**config.mk**
```make
export PLATFORM = sky130hd
export DESIGN_NAME = bsg_axil_cmd_master
export DESIGN_NICKNAME = d
export VERILOG_FILES = /design/src/rtl/bsg_axil_cmd_master_pkg.sv /design/src/rtl/bsg_axil_cmd_master.sv
export SDC_FILE = /design/constraint.sdc
export NUM_CORES = 1
export LEC_CHECK = 0
export CORE_MARGIN = 2
export CORE_UTILIZATION = 43
export CTS_CLUSTER_SIZE = 10
export DETAILED_ROUTE_END_ITERATION = 8
export PLACE_DENSITY = 0.91
export SYNTH_ARGS = -nofsm -noshare
export SYNTH_HDL_FRONTEND = slang
export SYNTH_SLANG_ARGS = --single-unit
```
**constraint.sdc**
```tcl
create_clock -name aclk -period 3.7 [get_ports aclk]
set_input_delay 0.37 -clock aclk [delete_from_list [all_inputs] [get_ports aclk]]
set_output_delay 0.37 -clock aclk [all_outputs]
set_load 0.05 [all_outputs]
```
**src/rtl/bsg_axil_cmd_master_pkg.sv**
```systemverilog
// Shared types and constants for the AXI4-Lite command master.
// The state enum, the AXI response codes and the code reported on a response timeout.
package bsg_axil_cmd_master_pkg;

   typedef enum logic [2:0] {
      IDLE,
      WR_ADDR_DATA,
      WR_RESP,
      RD_ADDR,
      RD_RESP,
      RESP,
      DRAIN
   } state_e;

   localparam logic [1:0] OKAY   = 2'b00;
   localparam logic [1:0] EXOKAY = 2'b01;
   localparam logic [1:0] SLVERR = 2'b10;
   localparam logic [1:0] DECERR = 2'b11;

   // Reported when B/R never arrives; it shares the encoding with DECERR.
   localparam logic [1:0] TIMEOUT_CODE = 2'b11;

endpackage

```
**src/rtl/bsg_axil_cmd_master.sv**
```systemverilog
// AXI4-Lite initiator. It accepts one read or write command on a valid/ready port,
// issues a single AXI-Lite transaction and returns the result on a valid/yumi port.
// Only one transaction is outstanding at a time.
// Optional build macro BSG_AXIL_CMD_MASTER_TIMEOUT_EN adds a B/R response timeout.
// When the timeout fires, the master reports code 2'b11 and then passes through a DRAIN state.
// Every AXI output is a decode of registered state, so nothing depends combinationally on an AXI input.
module bsg_axil_cmd_master
   import bsg_axil_cmd_master_pkg::*;
#(
   parameter int axil_data_width_p = 32,
   parameter int axil_addr_width_p = 6,
   parameter int timeout_p         = 1024
)(
   input  logic                           aclk,
   input  logic                           areset,

   input  logic                           cmd_v_i,
   output logic                           cmd_ready_o,
   input  logic                           cmd_write_i,
   input  logic [axil_addr_width_p-1:0]   cmd_addr_i,
   input  logic [axil_data_width_p-1:0]   cmd_data_i,
   input  logic [axil_data_width_p/8-1:0] cmd_wstrb_i,

   output logic                           resp_v_o,
   input  logic                           resp_yumi_i,
   output logic                           resp_write_o,
   output logic [axil_data_width_p-1:0]   resp_data_o,
   output logic [1:0]                     resp_code_o,

   output logic [axil_addr_width_p-1:0]   m_axi_awaddr,
   output logic [2:0]                     m_axi_awprot,
   output logic                           m_axi_awvalid,
   input  logic                           m_axi_awready,
   output logic [axil_data_width_p-1:0]   m_axi_wdata,
   output logic [axil_data_width_p/8-1:0] m_axi_wstrb,
   output logic                           m_axi_wvalid,
   input  logic                           m_axi_wready,
   input  logic [1:0]                     m_axi_bresp,
   input  logic                           m_axi_bvalid,
   output logic                           m_axi_bready,
   output logic [axil_addr_width_p-1:0]   m_axi_araddr,
   output logic [2:0]                     m_axi_arprot,
   output logic                           m_axi_arvalid,
   input  logic                           m_axi_arready,
   input  logic [axil_data_width_p-1:0]   m_axi_rdata,
   input  logic [1:0]                     m_axi_rresp,
   input  logic                           m_axi_rvalid,
   output logic                           m_axi_rready
);

   // Elaboration-time parameter legality.
   if (!(axil_data_width_p == 32 || axil_data_width_p == 64)) begin : g_bad_data_width
      $error("axil_data_width_p must be 32 or 64");
   end
   if (timeout_p < 2) begin : g_bad_timeout
      $error("timeout_p must be at least 2");
   end

   state_e                         state_reg, state_next;
   logic [axil_addr_width_p-1:0]   addr_reg;
   logic [axil_data_width_p-1:0]   data_reg;
   logic [axil_data_width_p/8-1:0] wstrb_reg;
   logic                           write_reg;
   logic                           aw_done_reg, w_done_reg;
   logic [axil_data_width_p-1:0]   resp_data_reg;
   logic [1:0]                     resp_code_reg;
   logic                           cmd_fire;

   assign cmd_fire = cmd_v_i & cmd_ready_o;

`ifdef BSG_AXIL_CMD_MASTER_TIMEOUT_EN
   localparam int cnt_width_lp = $clog2(timeout_p);
   logic [cnt_width_lp-1:0] cnt_reg;
   logic                    hs_done_reg, taken_reg;
   logic                    timeout_hit, late_hs;

   assign timeout_hit = (((state_reg == WR_RESP) & ~m_axi_bvalid) |
                         ((state_reg == RD_RESP) & ~m_axi_rvalid)) &
                        (cnt_reg == cnt_width_lp'(timeout_p - 1));
   assign late_hs     = write_reg ? m_axi_bvalid : m_axi_rvalid;

   // Wait counter: held at zero until the response phase starts, then counts each waiting cycle.
   always_ff @(posedge aclk or posedge areset) begin
      if (areset)
         cnt_reg <= '0;
      else if ((state_reg == WR_RESP) || (state_reg == RD_RESP))
         cnt_reg <= cnt_reg + 1'b1;
      else
         cnt_reg <= '0;
   end

   // Drain bookkeeping: late B/R handshake seen, and timeout response consumed.
   always_ff @(posedge aclk or posedge areset) begin
      if (areset) begin
         hs_done_reg <= 1'b0;
         taken_reg   <= 1'b0;
      end else if (state_reg != DRAIN) begin
         hs_done_reg <= 1'b0;
         taken_reg   <= 1'b0;
      end else begin
         hs_done_reg <= hs_done_reg | late_hs;
         taken_reg   <= taken_reg | (resp_yumi_i & resp_v_o);
      end
   end
`endif

   // State register.
   always_ff @(posedge aclk or posedge areset) begin
      if (areset)
         state_reg <= IDLE;
      else
         state_reg <= state_next;
   end

   // Next-state logic.
   always_comb begin
      state_next = state_reg;
      case (state_reg)
         IDLE:
            if (cmd_fire)
               state_next = cmd_write_i ? WR_ADDR_DATA : RD_ADDR;
         WR_ADDR_DATA:
            if ((aw_done_reg | m_axi_awready) & (w_done_reg | m_axi_wready))
               state_next = WR_RESP;
         WR_RESP:
            if (m_axi_bvalid)
               state_next = RESP;
`ifdef BSG_AXIL_CMD_MASTER_TIMEOUT_EN
            else if (timeout_hit)
               state_next = DRAIN;
`endif
         RD_ADDR:
            if (m_axi_arready)
               state_next = RD_RESP;
         RD_RESP:
            if (m_axi_rvalid)
               state_next = RESP;
`ifdef BSG_AXIL_CMD_MASTER_TIMEOUT_EN
            else if (timeout_hit)
               state_next = DRAIN;
`endif
         RESP:
            if (resp_yumi_i)
               state_next = IDLE;
`ifdef BSG_AXIL_CMD_MASTER_TIMEOUT_EN
         DRAIN:
            if ((hs_done_reg | late_hs) & (taken_reg | resp_yumi_i))
               state_next = IDLE;
`endif
         default:
            state_next = IDLE;
      endcase
   end

   // Latch the accepted command; the payload stays stable for the whole transaction.
   always_ff @(posedge aclk or posedge areset) begin
      if (areset) begin
         addr_reg  <= '0;
         data_reg  <= '0;
         wstrb_reg <= '0;
         write_reg <= 1'b0;
      end else if (cmd_fire) begin
         addr_reg  <= cmd_addr_i;
         data_reg  <= cmd_data_i;
         wstrb_reg <= cmd_wstrb_i;
         write_reg <= cmd_write_i;
      end
   end

   // Independent AW and W completion flags, so either handshake may finish first.
   always_ff @(posedge aclk or posedge areset) begin
      if (areset) begin
         aw_done_reg <= 1'b0;
         w_done_reg  <= 1'b0;
      end else if (state_reg != WR_ADDR_DATA) begin
         aw_done_reg <= 1'b0;
         w_done_reg  <= 1'b0;
      end else begin
         aw_done_reg <= aw_done_reg | m_axi_awready;
         w_done_reg  <= w_done_reg  | m_axi_wready;
      end
   end

   // Capture the response payload from B or R (or the timeout code), then hold it.
   always_ff @(posedge aclk or posedge areset) begin
      if (areset) begin
         resp_data_reg <= '0;
         resp_code_reg <= OKAY;
      end else if ((state_reg == WR_RESP) && m_axi_bvalid) begin
         resp_data_reg <= '0;
         resp_code_reg <= m_axi_bresp;
      end else if ((state_reg == RD_RESP) && m_axi_rvalid) begin
         resp_data_reg <= m_axi_rdata;
         resp_code_reg <= m_axi_rresp;
      end
`ifdef BSG_AXIL_CMD_MASTER_TIMEOUT_EN
      else if (timeout_hit) begin
         resp_data_reg <= '0;
         resp_code_reg <= TIMEOUT_CODE;
      end
`endif
   end

   assign cmd_ready_o   = (state_reg == IDLE);
   assign m_axi_awaddr  = addr_reg;
   assign m_axi_araddr  = addr_reg;
   assign m_axi_wdata   = data_reg;
   assign m_axi_wstrb   = wstrb_reg;
   assign m_axi_awprot  = 3'b000;
   assign m_axi_arprot  = 3'b000;
   assign m_axi_awvalid = (state_reg == WR_ADDR_DATA) & ~aw_done_reg;
   assign m_axi_wvalid  = (state_reg == WR_ADDR_DATA) & ~w_done_reg;
   assign m_axi_arvalid = (state_reg == RD_ADDR);
`ifdef BSG_AXIL_CMD_MASTER_TIMEOUT_EN
   assign m_axi_bready  = (state_reg == WR_RESP) | ((state_reg == DRAIN) &  write_reg);
   assign m_axi_rready  = (state_reg == RD_RESP) | ((state_reg == DRAIN) & ~write_reg);
   assign resp_v_o      = (state_reg == RESP)    | ((state_reg == DRAIN) & ~taken_reg);
`else
   assign m_axi_bready  = (state_reg == WR_RESP);
   assign m_axi_rready  = (state_reg == RD_RESP);
   assign resp_v_o      = (state_reg == RESP);
`endif
   assign resp_write_o  = write_reg;
   assign resp_data_o   = resp_data_reg;
   assign resp_code_o   = resp_code_reg;

endmodule

```
[Word level (Yosys, flattened, before mapping)]
Cells that the tools add are included.
Widths: inputs -> output; s select.
Storage, ports and cells
  output and inout port bits: 96
  register bits: 82
  word-level logic and storage cells: 48
  input bits: 88
Operators by class
  equal/unequal tests: 12
  reductions and logical operators: 5
  bitwise operators: 8
  mux-type cells: 14
Operator list (number)
  $mux 32: 2
  $mux 3: 6
  $pmux 3 s6: 1
  $eq 3x2->1 const B: 2
  $eq 3x3->1 const B: 2
  $mux 2: 3
  $ne 2x1->1 const B: 3
  $ne 2x2->1 const B: 3
  $reduce_and 6->1: 1
  $and 1x1->1: 4
  $eq 3x1->1 const B: 1
  $logic_not 3->1: 1
  $ne 3x1->1 const B: 1
  $logic_and 1x1->1: 2
  $mux 1: 2
  $not 1->1: 2
  $or 1x1->1: 2
  $reduce_bool 2->1: 1

[Logic depth before layout (Yosys ltp)]
Gate-level depths: netlist of run 1.
  word-level depth: 4
  gate-level depth with buffers: 6
  depth with buffers taken out: 3

[Worst setup path after synthesis of run 1]
Ideal clock, no wire load.
  path kind: reg2out
  from: reg state_reg[2]
  to: out m_axi_rready
  path slack: 1.710 ns
  stages on the path, launching flop included: 3
  arrival: 1.620 ns
  data required time: 3.330 ns
  cells stage by stage: dfrtp_1 inv_1 nor3_1
Between the ends
  longest elaborated chain between the ends: 1
RTL lines
  start: declaration: RTL line bsg_axil_cmd_master.sv:59  | state_e state_reg, state_next;
  start signal: assignment: RTL line bsg_axil_cmd_master.sv:112  | state_reg <= state_next;
  $eq 3x3->1: RTL line bsg_axil_cmd_master.sv:220  | assign m_axi_rready = (state_reg == RD_RESP);
  end: declaration: RTL line bsg_axil_cmd_master.sv:48  | output logic m_axi_rready
Every way passes these cells.

[Worst setup path after layout of run 1]
  from: reg state_reg[0]
  to: out m_axi_wvalid
Between the ends
  longest elaborated chain between the ends: 2
RTL lines
  $eq 3x1->1: RTL line bsg_axil_cmd_master.sv:212  | assign m_axi_wvalid = (state_reg == WR_ADDR_DATA) & ~w_done_reg;
  $and 1x1->1: RTL line bsg_axil_cmd_master.sv:212
  end: declaration: RTL line bsg_axil_cmd_master.sv:36  | output logic m_axi_wvalid,
Every way passes these cells.

==> reports/qor.csv, run 1 <==
metric;value;unit
power.share.switching;0.466;
syn_to_final_growth;53.1;%
clk_root_buffer_cell;sky130_fd_sc_hd__clkbuf_8;
required;3330;ps
drv.max_cap_violation_count;0;
cts.sinks;82;
yosys_register_bits;82;
numPortBuffers;177;
layout_worst_path_cycle_share;0.674;
setup.worst_path.start_class;flip-flop;
antenna-diode-count;0;
cell_internal_pwr;0.00320;W
critical-path-slowest-cell;sky130_fd_sc_hd__clkdlybuf4s50_1;
top_level_ports;184;
rr_worst_depth;3;
fp.coreArea;8130;um2
yosys_warnings;0;
cts-resized-gates;0;
wire_length_of_the_first_global_routing_pass;13.2;mm
htree_levels;3;
routed-via-count;2430;
synth_enable_flop_cells;0;
crit_path_max_fanout;12;
pwr_total;0.00599;W
critPathMaxStageDelay;820;ps
hold_viol;0;
ant_nets;0;
grt_start_max_net_pins;43;
floorplan.die_area;9030;um2
wire_per_inst;16.8;um
reg2reg_slack;1680;ps
final-setup-viol-count;0;
grt_pass1_vias;2509;
cts_post_setup_buffers_inserted;0;
detailed_place_hpwl;6.28;mm
data_arrival_time_of_the_critical_path;2120;ps
final_nets;478;
drt-vias-per-instance;4.86;
placementRows;33;
drt_wl_total;8.41;mm
reg_clk_slew_reported_paths;90;ps
part_of_the_total_power_dissipated_in_sequential_elements;0.268;
die_height;95.1;um
tns;0;ps
antenna_found_initial;0;
finalCriticalPeriod;2490;ps
drtIter0Drc;48;
power.density;1100;nW/um2
synth_top_cells_by_area;sky130_fd_sc_hd__dfrtp_1 (58%), sky130_fd_sc_hd__mux2_4 (17%), sky130_fd_sc_hd__a22o_2 (9.5%);
grt_setup_unrepaired;false;
track_usage;0.192;
static-leakage-power;2.42;nW
timing.slew.headroom;0.474;
sequential_element_share_of_the_synthesized_area;0.576;
crit_path_cell_trace;nand2_1, nor2_1, clkdlybuf4s50_1;
net-switching-power;0.00279;W
ctsLongestPathBuffers;2;
min-delay-path-class;in2async;
tritoncts;built;
worst_clock_skew;14.0;ps
synthCells;221;
post_synth_top_area_cell;sky130_fd_sc_hd__dfrtp_1;
fraction_of_final_layout_cells_with_drive_strength_greater_than_1;0.261;
status;complete, no violations;
final-instance-count-excl-fill;500;
start_util;0.438;
fill_cells;582;
p_comb_frac;0.603;
drcViolationCount;0;
postLayoutCoreUtil;0.671;
gp_routability_congestion;0.729;
synth_flop_cell;sky130_fd_sc_hd__dfrtp_1;
synth.top_cell.area_share;0.576;
timing_worst_setup_path_type;reg2out;
async_set_reset_flop_share_out_of_synthesis;1.00;
crit-reg2reg-capture;resp_data_o[14];
total_instance_count_after_detailed_placement;484;
cts-buffers-inserted;9;
mappedNetlistArea;3560;um2
holdWs;394;ps
timing_max_transition_violations_final;0;
avgSynthCellArea;16.1;um2
fmaxAchievable;401;MHz
clk_latency;340;ps
detailed_router_iteration_count_before_antenna_repair;4;
worst_setup_path_end_kind;output port;
max-vdd-ir-drop;0.634;mV
cts_hold_buffers;0;
remaining_global_route_overflow;0;
synth.distinct_cells;31;
die_w;95.1;um
tightest_pin_transition;790;ps
regToRegStartpoint;state_reg[0];
p_clk_frac;0.129;
## final cells by class
cell class | count | area [um2] | share of cell area
Clock buffer | 10 | 128 | 0.0234
Clock inverter | 6 | 113 | 0.0206
Inverter | 3 | 12.5 | 0.00229
Multi-Input combinational cell | 115 | 1240 | 0.226
Sequential cell | 82 | 2050 | 0.376
Tap cell | 105 | 131 | 0.0241
Timing Repair Buffer | 179 | 1790 | 0.327
## cell usage in the layout, fill, tap and decap left out
cell type                         count
sky130_fd_sc_hd__a21o_1               1
sky130_fd_sc_hd__a21o_2               1
sky130_fd_sc_hd__a22o_2              34
sky130_fd_sc_hd__and2_2               1
sky130_fd_sc_hd__and2_4               1
sky130_fd_sc_hd__and3_2               1
sky130_fd_sc_hd__and4bb_2             1
sky130_fd_sc_hd__and4bb_4             1
sky130_fd_sc_hd__buf_4                2
sky130_fd_sc_hd__bufinv_16            3
sky130_fd_sc_hd__clkbuf_1             1
sky130_fd_sc_hd__clkbuf_8             9
sky130_fd_sc_hd__clkdlybuf4s50_1    177
sky130_fd_sc_hd__clkinv_2             2
sky130_fd_sc_hd__clkinv_4             1
sky130_fd_sc_hd__conb_1               6
sky130_fd_sc_hd__dfrtp_1             82
sky130_fd_sc_hd__inv_1                2
sky130_fd_sc_hd__inv_6                1
sky130_fd_sc_hd__mux2_2               3
sky130_fd_sc_hd__mux2_4              40
sky130_fd_sc_hd__mux2i_1              1
sky130_fd_sc_hd__mux4_1               1
sky130_fd_sc_hd__nand2_1              5
sky130_fd_sc_hd__nand3_1              1
sky130_fd_sc_hd__nor2_1               9
sky130_fd_sc_hd__nor2_8               1
sky130_fd_sc_hd__nor2b_1              1
sky130_fd_sc_hd__nor3_1               1
sky130_fd_sc_hd__nor3_4               1
sky130_fd_sc_hd__o21ai_0              1
sky130_fd_sc_hd__o221ai_1             1
sky130_fd_sc_hd__o22ai_1              1
sky130_fd_sc_hd__o2bb2ai_1            1
## power by group through the flow
stage | clock [W] | sequential (W) | combinational, W
finish | 0.000774 | 0.00161 | 0.00361
global route | 0.000842 | 0.00166 | 0.00376
CTS | 0.000791 | 0.00161 | 0.00364
detailed placement | 0 | 0.00161 | 0.00363
global placement | 0 | 0.00160 | 0.00358
floorplan | 0 | 0.00293 | 0.00128
## logic make-up after synthesis
logic type / after synthesis / synth area share
muxes: 45 / 0.188
and+or+nand+nor: 24 / 0.0442
AOI/OAI and AO/OA: 40 / 0.108
DFF: 82 / 0.576
other: 1 / 0.00105
buffers and inverters: 29 / 0.0828
## cells in the mapped netlist, types with 3 or more instances
cell type / count
sky130_fd_sc_hd__dfrtp_1: 82
sky130_fd_sc_hd__mux2_4: 40
sky130_fd_sc_hd__a22o_2: 34
sky130_fd_sc_hd__buf_4: 12
sky130_fd_sc_hd__nor2_1: 9
sky130_fd_sc_hd__buf_12: 5
sky130_fd_sc_hd__nand2_1: 5
sky130_fd_sc_hd__buf_2: 3
sky130_fd_sc_hd__buf_6: 3
sky130_fd_sc_hd__buf_8: 3
sky130_fd_sc_hd__inv_1: 3
sky130_fd_sc_hd__mux2_2: 3
## routing by layer
metal	wire length, um	global-route usage	up-vias
met5	0	0	-
met4	62	0.0543	0
met3	605	0.0545	6
met2	4280	0.327	107
met1	3460	0.239	1207
li1	-	-	1110
## worst max-delay path, delay by kind of cell, from the launching register on
kind	cells	cell delay (ps)
simple gates	2	370
flops	1	600
buf+inv	1	820
## worst max-delay path by stage
stage / startpoint / to / slack (ps) / cells past startpoint
2_1_floorplan: areset / aw_done_reg / 1220 / 1
3_3_place_gp: m_axi_rvalid / resp_data_o[20] / 1520 / 4
3_5_place_dp: m_axi_rvalid / resp_data_o[14] / 1440 / 4
4_1_cts: state_reg[0] / m_axi_wvalid / 1190 / 3
5_1_grt: state_reg[0] / m_axi_wvalid / 1070 / 3
6_report: state_reg[0] / m_axi_wvalid / 1210 / 3
## per-stage QoR
step	cell area [um2]	setup slack [ps]
after CTS	5460	1190
final	5460	1210
after detailed placement	5220	1440
after global placement	5220	1520
after global routing	5460	1070
after floorplan	3580	1220
(Power assumes the default switching activity.)
==> run 2: changes to the inputs <==
--- a/config.mk
+++ b/config.mk
@@ -6,10 +6,10 @@
 export NUM_CORES = 1
 export LEC_CHECK = 0
 export CORE_MARGIN = 2
-export CORE_UTILIZATION = 43
+export CORE_UTILIZATION = 36
 export CTS_CLUSTER_SIZE = 10
 export DETAILED_ROUTE_END_ITERATION = 8
-export PLACE_DENSITY = 0.91
+export PLACE_DENSITY = 0.82
 export SYNTH_ARGS = -nofsm -noshare
 export SYNTH_HDL_FRONTEND = slang
 export SYNTH_SLANG_ARGS = --single-unit
==> constraint.sdc (replaced) <==
create_clock -name aclk -period 2 [get_ports aclk]
set_input_delay 0.2 -clock aclk [delete_from_list [all_inputs] [get_ports aclk]]
set_output_delay 0.2 -clock aclk [all_outputs]
set_load 0.05 [all_outputs]
==> run 2 against run 1 <==
- sequential share of layout area is 0.15 points lower
- die area rose by 19%
- wire length grew 2.6%
- largest cell class unchanged
- design area up 0.41%
- sequential cell count stayed put
- final cell count up 6.0%
- core utilization decreased by 11 points
- critical path depth fell by 2
- via count grew 1.0%
- worst hold slack got worse by 88 ps
- combinational power up 86%
- setup slack worse by 980 ps
- highest routed layer unchanged
==> reports/qor.csv, run 2 (synthesis gave the netlist of run 1 again) <==
metric;value;unit
tightest_pin_transition;555;ps
cts_post_setup_buffers_inserted;0;
static-leakage-power;2.41;nW
fraction_of_final_layout_cells_with_drive_strength_greater_than_1;0.282;
floorplan.die_area;10700;um2
holdWs;306;ps
top_level_ports;184;
final-setup-viol-count;0;
clk_root_buffer_cell;sky130_fd_sc_hd__clkbuf_8;
reg2reg_slack;240;ps
finalCriticalPeriod;1770;ps
wire_length_of_the_first_global_routing_pass;13.8;mm
layout_commonest_cell;sky130_fd_sc_hd__clkdlybuf4s50_1;
setup.worst_path.start_class;flip-flop;
worst_clock_skew;9.40;ps
p_comb_frac;0.617;
cp_num_buf_inv;1;
worst_setup_path_end_kind;output port;
crit-reg2reg-capture;m_axi_wstrb[3];
required;1800;ps
ant_nets;0;
remaining_global_route_overflow;0;
cts-buffers-inserted;9;
gp_routability_congestion;0.684;
fmaxAchievable;564;MHz
critPathMaxStageDelay;830;ps
cell_internal_pwr;0.00571;W
part_of_the_total_power_dissipated_in_sequential_elements;0.271;
routed-via-count;2455;
final_non_filler_cell_area;5480;um2
detailed_router_iteration_count_before_antenna_repair;4;
timing.slew.headroom;0.629;
clk_latency;340;ps
drtIter0Drc;60;
numPortBuffers;177;
drcViolationCount;0;
final-instance-count-excl-fill;530;
wire_per_inst;16.3;um
ctsLongestPathBuffers;2;
cts_hold_buffers;0;
fp.coreArea;9680;um2
grt_setup_unrepaired;false;
track_usage;0.162;
die_w;104;um
cpLargestDelayFamily;buffers and inverters;
crit_path_max_fanout;3;
die_height;104;um
timing_worst_setup_path_type;reg2out;
total_instance_count_after_detailed_placement;514;
fill_cells;781;
antenna-diode-count;0;
rr_worst_depth;4;
grt_start_max_net_pins;83;
reg_clk_slew_reported_paths;90;ps
htree_levels;3;
data_arrival_time_of_the_critical_path;1570;ps
drv.max_cap_violation_count;0;
sequential_cell_area;2050;um2
drt-vias-per-instance;4.63;
p_clk_frac;0.112;
power.share.switching;0.476;
net-switching-power;0.00518;W
syn_to_final_growth;53.8;%
hold_viol;0;
cts-resized-gates;0;
min-delay-path-class;in2async;
cts.sinks;82;
final_nets;480;
max-vdd-ir-drop;1.05;mV
crit_path_cell_trace;clkdlybuf4s50_1;
timing_max_transition_violations_final;0;
multiInputGateArea;1240;um2
drt_wl_total;8.62;mm
power.density;1990;nW/um2
tns;0;ps
antenna_found_initial;0;
placed_cell_area;5280;um2
regToRegStartpoint;state_reg[0];
critical-path-slowest-cell;sky130_fd_sc_hd__clkdlybuf4s50_1;
tritoncts;built;
start_util;0.368;
placementRows;36;
grt_pass1_vias;2544;
top_library_cells_by_usage_in_the_layout_fill_and_taps_aside;sky130_fd_sc_hd__clkdlybuf4s50_1 (170), sky130_fd_sc_hd__dfrtp_1 (82), sky130_fd_sc_hd__mux2_4 (40);
status;complete, no violations;
detailed_place_hpwl;6.28;mm
layout_worst_path_cycle_share;0.886;
run 2: cell count changes in the layout (fill, tap and decap cells not counted), sizes merged:
cell | previous run | this run
clkinv | 3 | 0
bufinv | 3 | 1
clkbuf | 10 | 11
clkdlybuf4s50 | 177 | 170
buf | 2 | 11
clkinvlp | 0 | 4
run 2: worst max-delay path by stage:
stage | start | endpoint | slack [ps] | depth (start not counted)
floorplan | state_reg[1] | m_axi_araddr[0] | 100 | 6
global route | state_reg[0] | m_axi_wvalid | 140 | 3
CTS | m_axi_araddr[3] | m_axi_araddr[3] | 200 | 1
detailed placement | m_axi_rvalid | resp_data_o[30] | 220 | 4
global placement | m_axi_rvalid | resp_data_o[16] | 270 | 4
finish | m_axi_araddr[3] | m_axi_araddr[3] | 230 | 1
run 2: metrics by stage:
step | total power, W | utilization | setup WS (ps)
after floorplan | 0.00779 | - | 103
after global placement | 0.00959 | 0.545 | 272
after detailed placement | 0.00971 | 0.545 | 221
after CTS | 0.0110 | 0.566 | 199
after global routing | 0.0113 | 0.566 | 135
final | 0.0109 | 0.566 | 228
run 2: power by group through the flow:
stage	Clock [W]	Combinational, W	Sequential (W)
after floorplan	0	0.00237	0.00543
after global placement	0	0.00666	0.00294
after detailed placement	0	0.00675	0.00296
after CTS	0.00127	0.00676	0.00296
after global routing	0.00136	0.00692	0.00306
final	0.00122	0.00672	0.00295
run 2: layout make-up:
type                            instances  area share
Sequential cell                        82       0.374
Timing Repair Buffer                  181       0.330
Multi-Input combinational cell        115       0.226
Tap cell                              133      0.0304
Clock buffer                           11      0.0258
Clock inverter                          5      0.0112
Inverter                                3     0.00274
run 2: per-layer routing:
metal | up-vias | global-route usage | part of all wire
met2 | 103 | 0.271 | 0.51
met5 | - | 0 | 0
li1 | 1119 | - | -
met4 | 0 | 0.0550 | 0.015
met1 | 1218 | 0.201 | 0.42
met3 | 15 | 0.0459 | 0.054
